<file path="src/rtl/trit_pkg.sv">
// Trit code constants, FSM state type and code-to-value helper shared by the trit decoder.
// TRIT_DEC_ERR_EN selects how the illegal code 11 is valued.
package trit_pkg;

  localparam logic [1:0] TRIT_0   = 2'b00;
  localparam logic [1:0] TRIT_1   = 2'b01;
  localparam logic [1:0] TRIT_2   = 2'b10;
  localparam logic [1:0] TRIT_BAD = 2'b11;

  typedef enum logic {
    ST_ACC  = 1'b0,
    ST_DONE = 1'b1
  } state_e;

  function automatic logic [1:0] trit_val(input logic [1:0] code);
    logic [1:0] v;
    case (code)
      TRIT_0:  v = 2'd0;
      TRIT_1:  v = 2'd1;
      TRIT_2:  v = 2'd2;
`ifdef TRIT_DEC_ERR_EN
      // Illegal code contributes nothing; the frame is flagged instead.
      default: v = 2'd0;
`else
      // Without detection only bit 1 is looked at, so 11 reads as 2.
      default: v = 2'd2;
`endif
    endcase
    return v;
  endfunction

endpackage

</file>
<file path="src/rtl/trit_mac.sv">
// Combinational acc*3 + t step of the trit fold, all in OUT_W bits.
// Zero latency; no handshake.
module trit_mac #(
  parameter int OUT_W = 8
) (
  input  logic [OUT_W-1:0] acc_i,
  input  logic [1:0]       t_i,
  output logic [OUT_W-1:0] sum_o
);

  assign sum_o = (acc_i << 1) + acc_i + OUT_W'(t_i);

endmodule

</file>
<file path="src/rtl/trit_stream_decoder.sv">
// Serial MS-trit-first decoder folding N_TRITS trits into a word; result 1 cycle after last accept.
// trit_ready low while a word waits on out_ready; TRIT_DEC_ERR_EN builds illegal-code detection.
module trit_stream_decoder
  import trit_pkg::*;
#(
  parameter int N_TRITS = 5,
  parameter int OUT_W   = 8
) (
  input  logic             clk,
  input  logic             rst_n,
  input  logic             trit_valid,
  input  logic [1:0]       trit,
  output logic             trit_ready,
  output logic             out_valid,
  input  logic             out_ready,
  output logic [OUT_W-1:0] out_data,
  output logic             out_err
);

  localparam int CNT_W = (N_TRITS > 1) ? $clog2(N_TRITS) : 1;
  localparam logic [CNT_W-1:0] CNT_LAST = CNT_W'(N_TRITS - 1);

  state_e           state_q, state_d;
  logic [CNT_W-1:0] cnt_q, cnt_d;
  logic [OUT_W-1:0] acc_q, acc_d;
  logic [OUT_W-1:0] out_data_q, out_data_d;
  logic [OUT_W-1:0] mac_sum;

  trit_mac #(.OUT_W(OUT_W)) u_mac (
    .acc_i (acc_q),
    .t_i   (trit_val(trit)),
    .sum_o (mac_sum)
  );

`ifdef TRIT_DEC_ERR_EN
  logic err_q, err_d;
  logic out_err_q, out_err_d;
  logic trit_bad;

  assign trit_bad = (trit == TRIT_BAD);
`endif

  always_comb begin
    state_d    = state_q;
    cnt_d      = cnt_q;
    acc_d      = acc_q;
    out_data_d = out_data_q;
`ifdef TRIT_DEC_ERR_EN
    err_d      = err_q;
    out_err_d  = out_err_q;
`endif
    case (state_q)
      ST_ACC: begin
        if (trit_valid) begin
          acc_d = mac_sum;
`ifdef TRIT_DEC_ERR_EN
          err_d = err_q | trit_bad;
`endif
          if (cnt_q == CNT_LAST) begin
            state_d    = ST_DONE;
            cnt_d      = '0;
            out_data_d = mac_sum;
`ifdef TRIT_DEC_ERR_EN
            out_err_d  = err_q | trit_bad;
`endif
          end else begin
            cnt_d = cnt_q + 1'b1;
          end
        end
      end
      ST_DONE: begin
        // Accumulator is cleared on handoff so the next frame starts from zero.
        if (out_ready) begin
          state_d = ST_ACC;
          acc_d   = '0;
`ifdef TRIT_DEC_ERR_EN
          err_d   = 1'b0;
`endif
        end
      end
      default: state_d = ST_ACC;
    endcase
  end

  always_ff @(posedge clk) begin
    if (!rst_n) begin
      state_q    <= ST_ACC;
      cnt_q      <= '0;
      acc_q      <= '0;
      out_data_q <= '0;
    end else begin
      state_q    <= state_d;
      cnt_q      <= cnt_d;
      acc_q      <= acc_d;
      out_data_q <= out_data_d;
    end
  end

`ifdef TRIT_DEC_ERR_EN
  always_ff @(posedge clk) begin
    if (!rst_n) begin
      err_q     <= 1'b0;
      out_err_q <= 1'b0;
    end else begin
      err_q     <= err_d;
      out_err_q <= out_err_d;
    end
  end

  assign out_err = out_err_q;
`else
  assign out_err = 1'b0;
`endif

  assign trit_ready = (state_q == ST_ACC);
  assign out_valid  = (state_q == ST_DONE);
  assign out_data   = out_data_q;

endmodule

</file>
<file path="config.mk">
export PLATFORM = sky130hd
export DESIGN_NAME = trit_stream_decoder
export DESIGN_NICKNAME = d
export VERILOG_FILES = /design/src/rtl/trit_pkg.sv /design/src/rtl/trit_mac.sv /design/src/rtl/trit_stream_decoder.sv
export SDC_FILE = /design/constraint.sdc
export NUM_CORES = 1
export LEC_CHECK = 0
export ABC_AREA = 1
export BUFFER_PORTS_ARGS = -buffer_cell sky130_fd_sc_hd__clkbuf_2
export CORE_MARGIN = 2
export CORE_UTILIZATION = 39
export DETAILED_ROUTE_END_ITERATION = 10
export REMOVE_ABC_BUFFERS = 1
export SKIP_LAST_GASP = 1
export SLEW_MARGIN = 20
export SYNTH_ARGS = -nofsm -noshare
export SYNTH_HDL_FRONTEND = slang
export SYNTH_SLANG_ARGS = --single-unit
</file>
<file path="constraint.sdc">
create_clock -name clk -period 2.3 [get_ports clk]
set_input_delay 0.46 -clock clk [delete_from_list [all_inputs] [get_ports clk]]
set_output_delay 0.46 -clock clk [all_outputs]
set_load 0.05 [all_outputs]
</file>
==> Word-level counts from Yosys, hierarchy flattened <==
Cells that the tools add are included.
{ "op_classes": {"addsub": 3, "eq_ne": 4, "n_mux": 9, "bitwise_logic": 1, "reduce_logical": 4} }
{ "ops": {"columns": ["cell", "n"], "rows": [
  ["$mux W8", 2],
  ["$pmux W8 S2", 1],
  ["$add A8 B2 Y8", 1],
  ["$add A8 B8 Y8", 1],
  ["$ne A2 B2 Y1 const B", 2],
  ["$pmux W2 S2", 1],
  ["$reduce_and A2 Y1", 2],
  ["$add A3 B1 Y3 const B", 1],
  ["$eq A3 B3 Y1 const B", 1],
  ["$mux W1", 3],
  ["$mux W3", 1],
  ["$reduce_and A3 Y1", 1],
  ["$eq A2 B1 Y1 const B", 1],
  ["$logic_not A2 Y1", 1],
  ["$pmux W1 S2", 1],
  ["$not A1 Y1", 1]
]} }
{ "word_totals": {"ff_bits": 20, "inputBits": 6, "out_inout_bits": 11} }

==> Logic depth before layout (Yosys ltp) <==
{ "depth": {"word_depth": 5, "depth_mapped": 12, "depth_no_buf": 12} }

==> Cells and area by module <==
Synthesis repeated with hierarchy kept, for this count alone.
{ "hier_totals": {"cells_unflattened": 181, "hier_area_um2": 1278.7} }
{ "by_module_without_submodules": {"columns": ["module", "instances", "cells_per_inst", "area_each_um2"], "rows": [
  ["trit_stream_decoder", 1, 111, 833.3],
  ["trit_mac", 1, 70, 445.4]
]} }

==> Worst setup path after synthesis <==
OpenSTA, ideal clock, no wires.
{ "synth_path": {"path_kind": "input to register", "from": "in trit[1]", "to": "reg acc_q[7]", "setup_time_ns": 0.070, "arrival_ns": 2.093, "t_required_ns": 2.230, "path_slack_ns": 0.137, "stages": 11, "path_buffers": 1, "path_cell_list": "clkbuf_1 fa_1 ha_1 fa_1 nand2_1 nand2_1 nand3_1 nand2_1 nand2_1 nand3_1 a21oi_1"} }
{ "synth_between": {"elab_chain_cells": 5, "elab_cells_between_ends": 6, "cone_classes": "add/sub (1); eq/ne (1); mux (3); reduce/logical (1)"} }
{ "synth_rtl": {"columns": ["item", "line", "rtl"], "rows": [
  ["start, declared", "trit_stream_decoder.sv:12", "input logic [1:0] trit,"],
  ["$eq A2 B1 Y1 or $logic_not A2 Y1 (tied branches)", "trit_pkg.sv:17", "case (code)"],
  ["$pmux W2 S2 *", "trit_pkg.sv:17", null],
  ["$add A8 B2 Y8 *", "trit_mac.sv:11", "assign sum_o = (acc_i << 1) + acc_i + OUT_W'(t_i);"],
  ["$mux W8 *", "trit_stream_decoder.sv:54", "if (trit_valid) begin"],
  ["$pmux W8 S2 *", "trit_stream_decoder.sv:52", "case (state_q)"],
  ["end signal, assigned", "trit_stream_decoder.sv:89", "acc_q <= '0;"],
  ["end signal, assigned", "trit_stream_decoder.sv:94", "acc_q <= acc_d;"],
  ["end, declared", "trit_stream_decoder.sv:25", "logic [OUT_W-1:0] acc_q, acc_d;"]
]} }
Mark *: on every way between the ends. The rest lies on a longest branch, timed or not. The select of a mux whose other input is x is not followed.
A chain may end at the register's enable or synchronous reset.

==> Final worst setup path <==
{ "layout_path": {"from": "reg acc_q[0]", "to": "reg acc_q[7]"} }
{ "layout_between": {"elab_chain_cells": 4} }
{ "layout_rtl": {"columns": ["item", "line"], "rows": [
  ["$add A8 B8 Y8", "trit_mac.sv:11"],
  ["$add A8 B2 Y8", "trit_mac.sv:11"],
  ["$mux W8", "trit_stream_decoder.sv:54"],
  ["$pmux W8 S2", "trit_stream_decoder.sv:52"]
]} }
No other way between the ends. The select of a mux whose other input is x is not followed.

==> metrics.txt <==
Via density=4.903; Avg Cell Area, Syn=7.724 um^2; Pwr Total=between 0.0007 and 0.0008 W; Synth-to-Final Area Change=11.94%; Max Fclk=475.1 MHz; CP max stage cell=fa_1; Final Hold Viols=0; H-tree levels=1; grt ovf=0; Pins Over Slew Limit=0; Rows=20; top cell type by total area after synthesis=dfxtp_1; Netlist cell types=28; core area=about 0.0030 mm^2; number of nets still failing antenna checks after routing=0; CTS tree=yes; # setup viols final=0; TritonRoute pass-1 iters=4; Setup WS post-layout=0.1951 ns; largest cells by area after synthesis=dfxtp_1 (33%), nand2_1 (16%), ha_1 (15%); period utilization=0.9152; via count=slightly above 1000; Post-CTS Setup Inserts=0; cell count after synthesis=between 150 and 200; Pwr Density=546.5 mW/mm^2; DR DRC count=0; Combinational Power Share=0.207; top cells by count, synth=nand2_1 (50), dfxtp_1 (20), nand3_1 (15), ha_1 (14), inv_1 (14); clk_skew=between 0.009 and 0.01 ns; vias in the first global route=between 900 and 1000; setup TNS=0 ns; #FFs+latches synth=20; Reg power frac=0.507; worst stage delay on the critical path=between 0.4 and 0.5 ns; Mapped Area=between 0.001 and 0.0015 mm^2; WP data arrival=2.35 ns; antenna violations before repair=0; CP Capture Type=flip-flop; CTS sink cnt=20; CP cell instances=fa_1 -> ha_1 -> fa_1 -> nand2_1 -> nand2_1 -> nand3_1 -> nand2_1 -> nand2_1 -> nand3_1 -> a21oi_1; first-pass GRT wire length=about 4.2 mm; DIE WIDTH=59.59 um; min-delay worst type=input port to flip-flop; Hold-fix buffers, CTS=0; Clk Latency, worst-skew pair=0.31 ns; status=complete, no violations; minimum clock period=around 2.1 ns; nets@finish=around 200; NetSw=around 0.00022 W; num ports=17; Clock Path Buffers=2; Max Fanout on Critical Path=3; diode count=0; Worst Setup Path Type=flip-flop to flip-flop; number of DRC markers in iteration 0=60; Setup crit start kind=flip-flop; CTS root buf=clkbuf_4; largest net degree at the start of global routing=13; final WL=between 2 and 2.5 mm; prevailing post-synth register cell=dfxtp_1; clock group share of total power=0.286; Post-synth EDFFs=0; unrepaired setup endpoints after global routing=no; VDD IR max=0.0003883 V; Post-CTS Resized=0; Worst EP required=roughly 2.6 ns; All-Layer GR Usage=0.1583; Reg clk slew, reported paths=between 0.1 and 0.15 ns; HPWL after DPL=between 1.5 and 2 mm; switching share of power=0.2977; post-place setup slack=0.0006408 ns; Min Hold Slack=0.4118 ns; Seq/Total Area, Yosys=0.3323; most common cell in the synthesized netlist=nand2_1; TritonCTS buffer count=3; Synth async-reset ratio=0; Starting Density=0.4013; cell mode on critical path=nand2_1; RD Place Congestion=0.8002; Pint=between 0.0005 and 0.0006 W; Die Y=59.59 um; Synth top area share=0.3323; MaxCap Viol Count=0; total die area=~0.0036 mm^2; DR WL/cell=11.69 um; PortBufs=15; share of post-route cells with drive strength above 1=0.2139; Leak=slightly above 0.7 nW; Ys Warns=0
path summary, 6_finish.rpt:
check / startpoint / end / slack, ns / cells after the start
min reg2reg: out_data[6] / out_data[6] / 0.46 / 2
max: acc_q[0] / acc_q[7] / 0.20 / 10
max reg2reg: acc_q[0] / acc_q[7] / 0.20 / 10
min: rst_n / cnt_q[1] / 0.41 / 3
per-stage QoR:
stage,area [um^2],instances,util
floorplan,1189,153,-
global placement,1313,202,0.4371
detailed placement,1313,202,0.4371
CTS,1349,206,0.4492
global route,1349,206,0.4492
finish,1349,206,0.4492
metal layers:
metal | track usage | up-vias | part of all wire
met3 | 0.03930 | 2 | 0.032
met4 | 0.03810 | 0 | 0.0096
met5 | 0 | - | 0
met1 | 0.1973 | 457 | 0.47
li1 | - | 532 | -
met2 | 0.2732 | 19 | 0.48
placed cells by master, fill, tap and decap left out, types with 2 or more instances in the layout:
cell type,netlist,routed
nand2_1,50,50
dfxtp_1,20,20
nand3_1,15,15
clkbuf_2,0,15
inv_1,14,14
ha_1,14,14
a21oi_1,12,12
nor2_1,4,4
nand2_2,3,3
clkbuf_4,0,3
inv_2,2,2
xor2_1,2,2
nand3_2,2,2
fa_1,2,2
cells by family after synthesis:
kind of cell,Yosys count,share of synthesized area
compound gates,17,0.08308
xor+xnor,2,0.01454
fa+ha+maj,16,0.1786
buf+inv,21,0.07476
flops,20,0.3323
other cells,1,0.003112
simple gates,79,0.3136
critical path, delay by kind of cell, from the launching register on:
family,cells,cell delay [ns]
simple gates,6,0.47
fa+ha+maj,3,1.12
compound gates,1,0.12
flops,1,0.36
final cells by class:
class	count	area, um^2
repair buffers	16	82.58
multi-input cells	115	714.4
flip-flops and latches	20	400.4
inverters	18	73.82
clock buffers	4	36.28
well taps	33	41.29
fillers	326	1654
power groups by stage:
stage	Clock, W	Combinational, W	Sequential [W]
after floorplan	0	0.000119	0.000380
after global placement	0	0.000147	0.000381
after detailed placement	0	0.000153	0.000382
after CTS	0.000219	0.000154	0.000374
after global routing	0.000240	0.000172	0.000376
final	0.000211	0.000152	0.000374
flip-flops by register name, indices dropped and copies added, names as in the netlist:
signal     count
cnt_q          3
acc_q          8
out_data       8
out_valid      1
(Power assumes the default switching activity.)
